## src/rtl/hitmap_lcmap_pipe.sv

```systemverilog
// -----------------------------------------------------------------------------
// hitmap_lcmap_pipe
//
// Delay pipeline for hitmap/lcmap words between road/hit fetch and the fit
// stage. NSTAGE register stages hold {hitmap, lcmap}. Stage 0 captures on ce.
// Stage k captures CE_DELAY cycles after stage k-1, timed by a shared enable
// delay line. The block also raises an output-valid pulse, supports a
// synchronous flush and flags (sticky) strobes that arrive too close together.
//
// Parameters
//   NLAYER   : width of the hitmap and lcmap words (one bit per layer)
//   NSTAGE   : number of register stages, 1..8
//   CE_DELAY : cycles between captures at successive stages, 1..16
//
// Ports
//   clock      in   rising-edge clock
//   reset      in   asynchronous active-low reset
//   ce         in   capture strobe for stage 0
//   flush      in   synchronous clear of stages, delay line and flags
//   hitmap_in  in   hitmap word, sampled when ce=1
//   lcmap_in   in   lcmap word, sampled when ce=1
//   hitmap_out out  final-stage hitmap
//   lcmap_out  out  final-stage lcmap
//   out_valid  out  one-cycle pulse: final stage holds a newly captured word
//   overrun    out  sticky: ce came less than CE_DELAY cycles after the last ce
// -----------------------------------------------------------------------------
module hitmap_lcmap_pipe #(
    parameter int NLAYER   = 5,
    parameter int NSTAGE   = 2,
    parameter int CE_DELAY = 4
) (
    input  logic              clock,
    input  logic              reset,
    input  logic              ce,
    input  logic              flush,
    input  logic [NLAYER-1:0] hitmap_in,
    input  logic [NLAYER-1:0] lcmap_in,
    output logic [NLAYER-1:0] hitmap_out,
    output logic [NLAYER-1:0] lcmap_out,
    output logic              out_valid,
    output logic              overrun
);

    localparam int W      = 2 * NLAYER;
    localparam int DL_LEN = (NSTAGE - 1) * CE_DELAY;
    // Keep the delay-line vector at least one bit wide so the single-stage
    // build still elaborates; it is tied to zero in that case.
    localparam int DL_W   = (DL_LEN > 0) ? DL_LEN : 1;

    logic [W-1:0]      r_stage [NSTAGE];
    logic [DL_W-1:0]   r_dl;
    logic [NSTAGE-1:0] w_en;
    logic              w_recent;
    logic              r_out_valid;
    logic              r_overrun;

    // Per-stage load enables: stage 0 on ce, stage k on tap k*CE_DELAY-1.
    // NOTE: every signal written in always_comb gets a default first, so no
    // path through the block can leave it unassigned and infer a latch.
    always_comb begin
        w_en    = '0;
        w_en[0] = ce;
        for (int k = 1; k < NSTAGE; k++) begin
            w_en[k] = r_dl[k*CE_DELAY-1];
        end
    end

    generate
        if (NSTAGE > 1) begin : g_dl
            // Tap j holds the ce sampled j+1 edges ago.
            always_ff @(posedge clock or negedge reset) begin
                if (!reset) begin
                    r_dl <= '0;
                end else if (flush) begin
                    r_dl <= '0;
                end else begin
                    r_dl <= (r_dl << 1) | DL_W'(ce);
                end
            end
        end else begin : g_no_dl
            assign r_dl = '0;
        end

        // A ce seen 1..CE_DELAY-1 edges ago sits in taps 0..CE_DELAY-2.
        if (NSTAGE > 1 && CE_DELAY > 1) begin : g_recent
            assign w_recent = |r_dl[CE_DELAY-2:0];
        end else begin : g_no_recent
            assign w_recent = 1'b0;
        end
    endgenerate

    // Stage registers. They are few and narrow, and the outputs must read 0
    // after reset, so they are cleared rather than left as raw storage.
    // NOTE: non-blocking assignments make stage k take the pre-edge value of
    // stage k-1 even when both load on the same edge; blocking would let a
    // word fall through several stages in one cycle.
    always_ff @(posedge clock or negedge reset) begin
        if (!reset) begin
            for (int k = 0; k < NSTAGE; k++) begin
                r_stage[k] <= '0;
            end
        end else if (flush) begin
            for (int k = 0; k < NSTAGE; k++) begin
                r_stage[k] <= '0;
            end
        end else begin
            if (ce) begin
                r_stage[0] <= {hitmap_in, lcmap_in};
            end
            for (int k = 1; k < NSTAGE; k++) begin
                if (w_en[k]) begin
                    r_stage[k] <= r_stage[k-1];
                end
            end
        end
    end

    // out_valid is the final-stage enable delayed by the capture edge itself;
    // overrun latches until reset or flush.
    always_ff @(posedge clock or negedge reset) begin
        if (!reset) begin
            r_out_valid <= 1'b0;
            r_overrun   <= 1'b0;
        end else if (flush) begin
            r_out_valid <= 1'b0;
            r_overrun   <= 1'b0;
        end else begin
            r_out_valid <= w_en[NSTAGE-1];
            r_overrun   <= r_overrun | (ce & w_recent);
        end
    end

    assign hitmap_out = r_stage[NSTAGE-1][W-1:NLAYER];
    assign lcmap_out  = r_stage[NSTAGE-1][NLAYER-1:0];
    assign out_valid  = r_out_valid;
    assign overrun    = r_overrun;

endmodule

```

## config.mk

```make
export PLATFORM = sky130hd
export DESIGN_NAME = hitmap_lcmap_pipe
export DESIGN_NICKNAME = d
export VERILOG_FILES = /design/src/rtl/hitmap_lcmap_pipe.sv
export SDC_FILE = /design/constraint.sdc
export NUM_CORES = 1
export LEC_CHECK = 0
export BUFFER_PORTS_ARGS = -buffer_cell sky130_fd_sc_hd__buf_2
export CAP_MARGIN = 0
export CORE_MARGIN = 4
export CORE_UTILIZATION = 49
export CTS_CLUSTER_DIAMETER = 100
export DETAILED_ROUTE_END_ITERATION = 10
export GPL_TIMING_DRIVEN = 0
export PLACE_DENSITY_LB_ADDON = 0.15
export SYNTH_ARGS = -nofsm -noshare
export SYNTH_HDL_FRONTEND = slang
export SYNTH_SLANG_ARGS = --single-unit
```

## constraint.sdc

```tcl
create_clock -name clock -period 2.7 [get_ports clock]
set_clock_uncertainty 0.05 [all_clocks]
set_input_delay 0.675 -clock clock [delete_from_list [all_inputs] [get_ports clock]]
set_output_delay 0.675 -clock clock [all_outputs]
set_load 0.02 [all_outputs]
```

==> results of run 1 <==
-- cell usage in the layout, fill, tap and decap left out --
cell       n
buf_2     26
buf_4     10
buf_6      2
clkbuf_2   1
clkbuf_4   3
dfrtp_1   26
mux2i_1   20
nor2_1    21
nor2b_1    5
nor3_1     1
nor4_1     1
-- path summary, 6_finish.rpt --
| check | startpoint | cells past startpoint | end |
|---|---|---|---|
| worst max-delay path | lcmap_out[0] | 2 | lcmap_out[0] |
| worst min-delay path | reset | 1 | r_stage[18] |
| worst max register to register | r_dl[3] | 3 | hitmap_out[4] |
| worst min register to register | r_stage[16] | 2 | r_stage[16] |
| max in group asynchronous | reset | 1 | lcmap_out[1] |
| min in group clock | r_stage[16] | 2 | r_stage[16] |
-- per-stage QoR --
step,util,total power [uW],instance area [um^2],std cells
floorplan,-,446.5,1085,89
global placement,0.6126,470.7,1239,140
detailed placement,0.6126,473.0,1239,140
CTS,0.6238,621.4,1261,143
global route,0.6238,644.2,1261,143
finish,0.6238,612.1,1261,143
-- final cells by class --
| cell class | instances | area, um^2 | share of cell area |
|---|---|---|---|
| multi-input cells | 48 | 321.6 | 0.2550 |
| clock buffers | 3 | 22.52 | 0.01786 |
| well taps | 27 | 33.78 | 0.02679 |
| plain buffers | 15 | 112.6 | 0.08929 |
| flip-flops and latches | 26 | 650.6 | 0.5159 |
| repair buffers | 24 | 120.1 | 0.09524 |
-- flip-flops by register name, indices dropped and copies added (netlist names) --
register	count
hitmap_out	5
r_dl	4
out_valid	1
overrun	1
r_stage	10
lcmap_out	5
-- logic make-up (layout without fill, tap and decap cells) --
| kind of cell | count (synthesis) | count (layout) | synth area share |
|---|---|---|---|
| muxes | 20 | 20 | 0.1845 |
| DFF | 26 | 26 | 0.5998 |
| buffers and inverters | 15 | 42 | 0.1038 |
| and+or+nand+nor | 28 | 28 | 0.1119 |
-- routing by layer --
metal | vias up | track usage | part of all wire
met5 | - | 0 | 0
met1 | 309 | 0.1710 | 0.46
met2 | 18 | 0.2441 | 0.47
met3 | 4 | 0.02413 | 0.057
met4 | 0 | 0.07287 | 0.021
li1 | 337 | - | -
-- power by group --
part	leakage, uW	internal, uW	switching, uW	total, uW
Clock	0.0000138	52.0	96.4	148
Combinational	0.000316	24.5	31.2	55.7
Sequential	0.000354	401	6.61	408
Total	0.000683	478	134	612
==> impl_metrics.tcl, run 1 <==
set metrics [dict create \
    die_area_um2 3031 \
    synthTopCellsByArea "dfrtp_1 60%, mux2i_1 18%, nor2_1 7.3%" \
    slew_headroom 0.6353 \
    n_antenna_cell 0 \
    drc_errors 0 \
    fillCellCount 177 \
    grt_pass1_wl_um 2946 \
    irDropWorstVdd_mv 0.3008 \
    leakagePower_uw 0.0006832 \
    finalSetupViolations 0 \
    outcome "completed" \
    worstPathArrival_ns 0.99 \
    drive_above_1_share 0.3621 \
    crit_fanout 2 \
    syn_inst 89 \
    fp.dieH_um 55.05 \
    grt_max_degree 27 \
    hold_violations 0 \
    vias 668 \
    finalCriticalPeriod_ns 1.711 \
    slew_viol_final 0 \
    cts_tree "done" \
    end_kind "primary output" \
    clk_pin_slew_ns 0.12 \
    syn-cell-area_um2 1085 \
    clock_sinks 26 \
    synth_seq_cells 26 \
    grt-ovfl-total 0 \
    post_cts_resized 0 \
    first_iter_violations 8 \
    reg2reg_setup_slack_ns 1.71 \
    rsz0062_at_grt "no" \
    root_buffer "clkbuf_4" \
    syn_area_per_cell_um2 12.19 \
    synthFlopType "dfrtp_1" \
    die_x_um 55.05 \
    synth_fp_nets 103 \
    cp_cell_sequence "buf_4, buf_2" \
    synth_seq_area_share 0.5998 \
    power_density_nw_per_um2 485.3 \
    tightest_slew_ns 0.5470 \
    synth_edf_count 0 \
    clockBufferDepth 2 \
    drt_first_pass_iters 3 \
    synth.distinct_cells 10 \
    ys.warnings.count 0 \
    antenna_found_initial 0 \
    maxCapViolCount 0 \
    crit_family "flip-flops" \
    synth_top_cell_by_area "dfrtp_1" \
    wirelength_um 1742 \
    areaGrowthSynthToFinish_pct 16.26 \
    grt_usage 0.1424 \
    crit_type "flip-flop to primary output" \
    fp.coreArea_um2 2022 \
    gp_congestion 0.7043 \
    post_drt_wl_per_cell_um 12.18 \
    synthArstFlopShare 1.000 \
    max_freq_mhz 584.4 \
    min_path_type "input port to async pin" \
    initial_utilization 0.5365 \
    cp_slowest_cell "dfrtp_1" \
    setup_tns_ns 0 \
    placementRows 16 \
    port_buffers 24 \
    worst_slack_ns 0.9889 \
    clk_latency_ns 0.30 \
    cts_buffers 3 \
    vias_per_cell 4.671 \
    cp_slowest_stage_delay_ns 0.41 \
    synth.top_cell.area_share 0.5998 \
    dp_worst_setup_slack_ns 1.260 \
    fin_crit_sh 0.6337 \
    required_ns 1.98 \
    whs_ns 0.2904 \
    ant_nets 0 \
    crit_buf_inv 2 \
    hold_buffers 0 \
    first_global_vias 686 \
    ios 26 \
    synth_common_cells "26 x dfrtp_1, 21 x nor2_1, 20 x mux2i_1" \
    cts_setup_buffers 0 \
    critPathLaunchType "flip-flop" \
    cts_max_level 1 \
    synth.most_common_cell "dfrtp_1" \
    nNetsFinal 132 \
    place_hpwl_um 1274 \
]
Power figures use the tool's default switching activity.
==> inputs of run 2 (changes only) <==
--- a/config.mk
+++ b/config.mk
@@ -5,6 +5,7 @@
 export SDC_FILE = /design/constraint.sdc
 export NUM_CORES = 1
 export LEC_CHECK = 0
+export ABC_AREA = 1
 export BUFFER_PORTS_ARGS = -buffer_cell sky130_fd_sc_hd__buf_2
 export CAP_MARGIN = 0
 export CORE_MARGIN = 4
==> constraint.sdc (replaced) <==
create_clock -name clock -period 1.7 [get_ports clock]
set_clock_uncertainty 0.05 [all_clocks]
set_input_delay 0.425 -clock clock [delete_from_list [all_inputs] [get_ports clock]]
set_output_delay 0.425 -clock clock [all_outputs]
set_load 0.02 [all_outputs]
==> run 2 against run 1 <==
Against the previous run:
- hold slack worse by 0.27 ns
- global-route usage decreased by 1.1 points
- synthesized cell count increased by 31%
- sequential power rose by 59%
- sequential share of layout area fell by 5.3 points
- register-to-register slack got worse by 0.95 ns
- setup slack worse by 0.77 ns
- via count up 16%
- clock power grew to 2.8 times the previous value
- flip-flop and latch count unchanged
- critical path type unchanged
- critical endpoint is now hitmap_out[1]
- largest power group unchanged
- highest routed layer unchanged
==> impl_metrics.tcl, run 2 <==
set metrics [dict create \
    outcome "completed" \
    crit_fanout 2 \
    gp_congestion 0.6975 \
    cts_max_level 1 \
    synth_top_cell_by_area "dfrtp_1" \
    cp_cell_sequence "buf_4, buf_2" \
    die_area_um2 3302 \
    wirelength_um 1898 \
    max_freq_mhz 673.6 \
    cts_setup_buffers 0 \
    grt_max_degree 27 \
    clk_latency_ns 0.32 \
    grt_pass1_wl_um 3360 \
    clk_pin_slew_ns 0.14 \
    final_cell_mix "37 x nand2_1, 26 x dfrtp_1, 24 x buf_2" \
    maxCapViolCount 0 \
    vias 772 \
    syn-cell-area_um2 1199 \
    initial_utilization 0.5267 \
    hold_violations 0 \
    multi_input_area_um2 407.9 \
    synth.distinct_cells 11 \
    worstPathArrival_ns 1.01 \
    end_kind "primary output" \
    cts_tree "done" \
    final_common_cell "nand2_1" \
    nNetsFinal 160 \
    cp_slowest_stage_delay_ns 0.42 \
    final_cells 173 \
    required_ns 1.22 \
    reg2reg_setup_slack_ns 0.76 \
    cp_slowest_cell "dfrtp_1" \
    synth_seq_cells 26 \
    min_path_type "input port to async pin" \
    fin_util 0.6179 \
    clockBufferDepth 2 \
    areaGrowthSynthToFinish_pct 17.33 \
    synthTopCellsByArea "dfrtp_1 54%, nand2_1 12%, nand2_2 9.9%" \
    first_iter_violations 8 \
    ys.warnings.count 0 \
    drt_first_pass_iters 4 \
    synthFlopType "dfrtp_1" \
    dp_cells 169 \
    slew_headroom 0.6210 \
    clock_sinks 26 \
    slew_viol_final 0 \
    root_buffer "clkbuf_4" \
    fp.coreArea_um2 2276 \
    grt-ovfl-total 0 \
    grt_usage 0.1315 \
    n_antenna_cell 0 \
    first_global_vias 797 \
    ios 26 \
    ant_nets 0 \
    place_hpwl_um 1359 \
    fillCellCount 204 \
    setup_tns_ns 0 \
    synth.top_cell.area_share 0.5428 \
    fp.dieH_um 57.46 \
    synth_fp_nets 131 \
    drc_errors 0 \
    finalCriticalPeriod_ns 1.485 \
    synth_common_cells "37 x nand2_1, 26 x dfrtp_1, 19 x nand2_2" \
    syn_area_per_cell_um2 10.24 \
    synth.most_common_cell "nand2_1" \
    hold_buffers 0 \
    syn_inst 117 \
    fin_crit_sh 0.8733 \
    vias_per_cell 4.462 \
    rsz0062_at_grt "no" \
    synth_edf_count 0 \
    crit_type "flip-flop to primary output" \
    post_cts_resized 0 \
    power_density_nw_per_um2 837.0 \
    antenna_found_initial 0 \
    largest_reg_flops 10 \
    critPathLaunchType "flip-flop" \
    place_area_um2 1354 \
    port_buffers 24 \
    worst_slack_ns 0.2154 \
    drive_above_1_share 0.5172 \
    cts_buffers 3 \
    synthArstFlopShare 1.000 \
    post_drt_wl_per_cell_um 10.97 \
    leakagePower_uw 0.0008560 \
    placementRows 17 \
    finalSetupViolations 0 \
    synth_seq_area_share 0.5428 \
    final_area_um2 1406 \
    irDropWorstVdd_mv 0.5468 \
    tightest_slew_ns 0.5685 \
    die_x_um 57.46 \
    seqCellArea_um2 650.6 \
    largest_register "r_stage" \
    dp_worst_setup_slack_ns 0.5734 \
]
==> run 2: path summary, 6_finish.rpt <==
| check | from | depth (start not counted) | end |
|---|---|---|---|
| hold reg to reg | overrun | 2 | overrun |
| min in group clock | hitmap_in[4] | 3 | r_stage[19] |
| setup reg to reg | r_dl[3] | 5 | lcmap_out[4] |
| hold / removal | reset | 1 | hitmap_out[3] |
| setup / recovery | hitmap_out[1] | 2 | hitmap_out[1] |
| max in group asynchronous | reset | 1 | r_dl[3] |
==> run 2: power breakdown <==
group          leakage [uW]  internal [uW]  total [uW]  switching (uW)
registers          0.000354            638         650            12.0
logic              0.000474           39.9         106            65.8
clock network     0.0000279            238         421             183
==> run 2: per-layer routing <==
metal / track usage / vias to the layer above / wire length, um
li1: - / 392 / -
met3: 0.02262 / 2 / 92
met5: 0 / - / 0
met4: 0.05960 / 0 / 18
met1: 0.1643 / 361 / 820
met2: 0.2210 / 17 / 966
==> run 2: layout make-up <==
type | count | area share
buffer | 13 | 0.08363
clock buffer | 3 | 0.01601
clock inverter | 1 | 0.02135
inverter | 6 | 0.01601
multi-input combinational | 72 | 0.2900
sequential | 26 | 0.4626
tap | 28 | 0.02491
timing repair buffer | 24 | 0.08541
==> run 2: logic make-up (layout without fill, tap and decap cells) <==
group | count (synthesis) | after routing | synth area share
simple gates | 72 | 72 | 0.3403
flops | 26 | 26 | 0.5428
buf+inv | 19 | 47 | 0.1169
==> run 2: critical path: cells and delay by family (launching register included) <==
kind     cells  cell delay (ns)
flops        1             0.42
buf+inv      2             0.28
==> run 2: through the flow <==
| step | hold slack, ns | power [uW] |
|---|---|---|
| CTS | 0.02879 | 1199 |
| global placement | 0.3982 | 767.4 |
| floorplan | 0.07941 | 723.1 |
| finish | 0.02409 | 1177 |
| detailed placement | 0.4070 | 770.7 |
| global route | 0.05256 | 1234 |
==> inputs of run 3 (changes only) <==
--- a/config.mk
+++ b/config.mk
@@ -8,8 +8,10 @@
 export ABC_AREA = 1
 export BUFFER_PORTS_ARGS = -buffer_cell sky130_fd_sc_hd__buf_2
 export CAP_MARGIN = 0
+export CELL_PAD_IN_SITES_DETAIL_PLACEMENT = 0
+export CELL_PAD_IN_SITES_GLOBAL_PLACEMENT = 1
 export CORE_MARGIN = 4
-export CORE_UTILIZATION = 49
+export CORE_UTILIZATION = 40
 export CTS_CLUSTER_DIAMETER = 100
 export DETAILED_ROUTE_END_ITERATION = 10
 export GPL_TIMING_DRIVEN = 0
==> run 3 against run 2 <==
Against the previous run:
- die area grew 19%
- flip-flop and latch count is the same
- hold slack better by 0.0078 ns
- wire length rose by 3.7%
- largest cell class unchanged
- cell area fell by 1.9%
- first-iteration DRC count rose to 4.8 times the previous value
==> impl_metrics.tcl, run 3 (synthesis gave the netlist of run 2 again) <==
set metrics [dict create \
    hold_buffers 0 \
    cts_max_level 1 \
    rsz0062_at_grt "no" \
    crit_start "lcmap_out[0]" \
    first_iter_violations 38 \
    vias_per_cell 4.354 \
    outcome "completed" \
    grt_pass1_wl_um 3539 \
    crit_type "flip-flop to primary output" \
    root_buffer "clkbuf_4" \
    min_path_type "input port to async pin" \
    dp_worst_setup_slack_ns 0.5618 \
    irDropWorstVdd_mv 0.3700 \
    clk_pin_slew_ns 0.13 \
    cts_buffers 3 \
    worstPathArrival_ns 1.00 \
    antenna_found_initial 0 \
    cts_setup_buffers 0 \
    cts_tree "done" \
    drt_first_pass_iters 4 \
    wirelength_um 1968 \
    die_area_um2 3936 \
    nNetsFinal 160 \
    largest_register "r_stage" \
    final_common_cell "nand2_1" \
    max_freq_mhz 678.4 \
    placementRows 19 \
    power_density_nw_per_um2 735.6 \
    end_kind "primary output" \
    slew_headroom 0.6155 \
    post_drt_wl_per_cell_um 11.25 \
    dp_cells 172 \
    grt-ovfl-total 0 \
    required_ns 1.22 \
    ant_nets 0 \
    maxCapViolCount 0 \
    finalSetupViolations 0 \
    tightest_slew_ns 0.5767 \
    drive_above_1_share 0.5139 \
    drc_errors 0 \
    grt_usage 0.1155 \
    critPathLaunchType "flip-flop" \
    setup_tns_ns 0 \
    gp_congestion 0.6574 \
    leakagePower_uw 0.0008419 \
    place_hpwl_um 1334 \
    clock_sinks 26 \
    finalCriticalPeriod_ns 1.474 \
    fp.coreArea_um2 2805 \
    final_cell_mix "37 x nand2_1, 26 x dfrtp_1, 24 x buf_2" \
    fillCellCount 286 \
    vias 762 \
    post_cts_resized 0 \
    r2r-start "r_dl[3]" \
    final_area_um2 1380 \
    ios 26 \
    initial_utilization 0.4273 \
    n_antenna_cell 0 \
    slew_viol_final 0 \
    fin_crit_sh 0.8670 \
    crit_fanout 2 \
    port_buffers 24 \
    worst_slack_ns 0.2260 \
    areaGrowthSynthToFinish_pct 15.14 \
    whs_ns 0.03185 \
    clk_latency_ns 0.31 \
    largest_reg_flops 10 \
    hold_violations 0 \
    fp.dieH_um 62.74 \
    clockBufferDepth 2 \
    first_global_vias 800 \
    die_x_um 62.74 \
    final_cells 175 \
    place_area_um2 1358 \
    grt_max_degree 27 \
]
-- run 3: cell count changes in the layout (fill, tap and decap cells not counted) --
cell	before	now
bufinv_16	1	0
-- run 3: power by group --
part	leakage, uW	internal (uW)	switching [uW]	total (uW)
registers	0.000354	638	11.7	650
logic	0.000474	39.8	66.5	106
clock network	0.0000138	82.9	176	259
-- run 3: worst paths after layout --
check | endpoint | slack [ns] | cells after the start
worst max-delay path | lcmap_out[0] | 0.23 | 2
worst min register to register | lcmap_out[3] | 0.44 | 2
min in group clock | r_dl[2] | 0.25 | 2
worst max register to register | lcmap_out[0] | 0.75 | 5
worst min-delay path | lcmap_out[2] | 0.03 | 1
max in group asynchronous | hitmap_out[1] | 1.19 | 1
-- run 3: final cells by class --
cell class	count	area, um^2	area share
Buffer	13	117.6	0.08522
Clock buffer	3	22.52	0.01632
Inverter	6	22.52	0.01632
Multi-Input combinational cell	72	407.9	0.2956
Sequential cell	26	650.6	0.4714
Tap cell	31	38.79	0.02811
Timing Repair Buffer	24	120.1	0.08704
-- run 3: layer usage --
metal  track usage  wire, um  vias up
met1        0.1372       891      351
li1              -         -      394
met3       0.02338        82        2
met2        0.1971       980       15
met5             0         0        -
met4       0.05785        13        0
-- run 3: stage by stage --
step             util  total power [uW]
2_1_floorplan       -             723.1
3_3_place_gp   0.4839             769.5
3_5_place_dp   0.4839             771.8
4_1_cts        0.4920              1038
5_1_grt        0.4920              1070
6_report       0.4920              1015
-- run 3: worst max-delay path, stage by stage (launching register included) --
cell and delay [ns]:
dfrtp_1 0.41, buf_4 0.13, buf_2 0.15
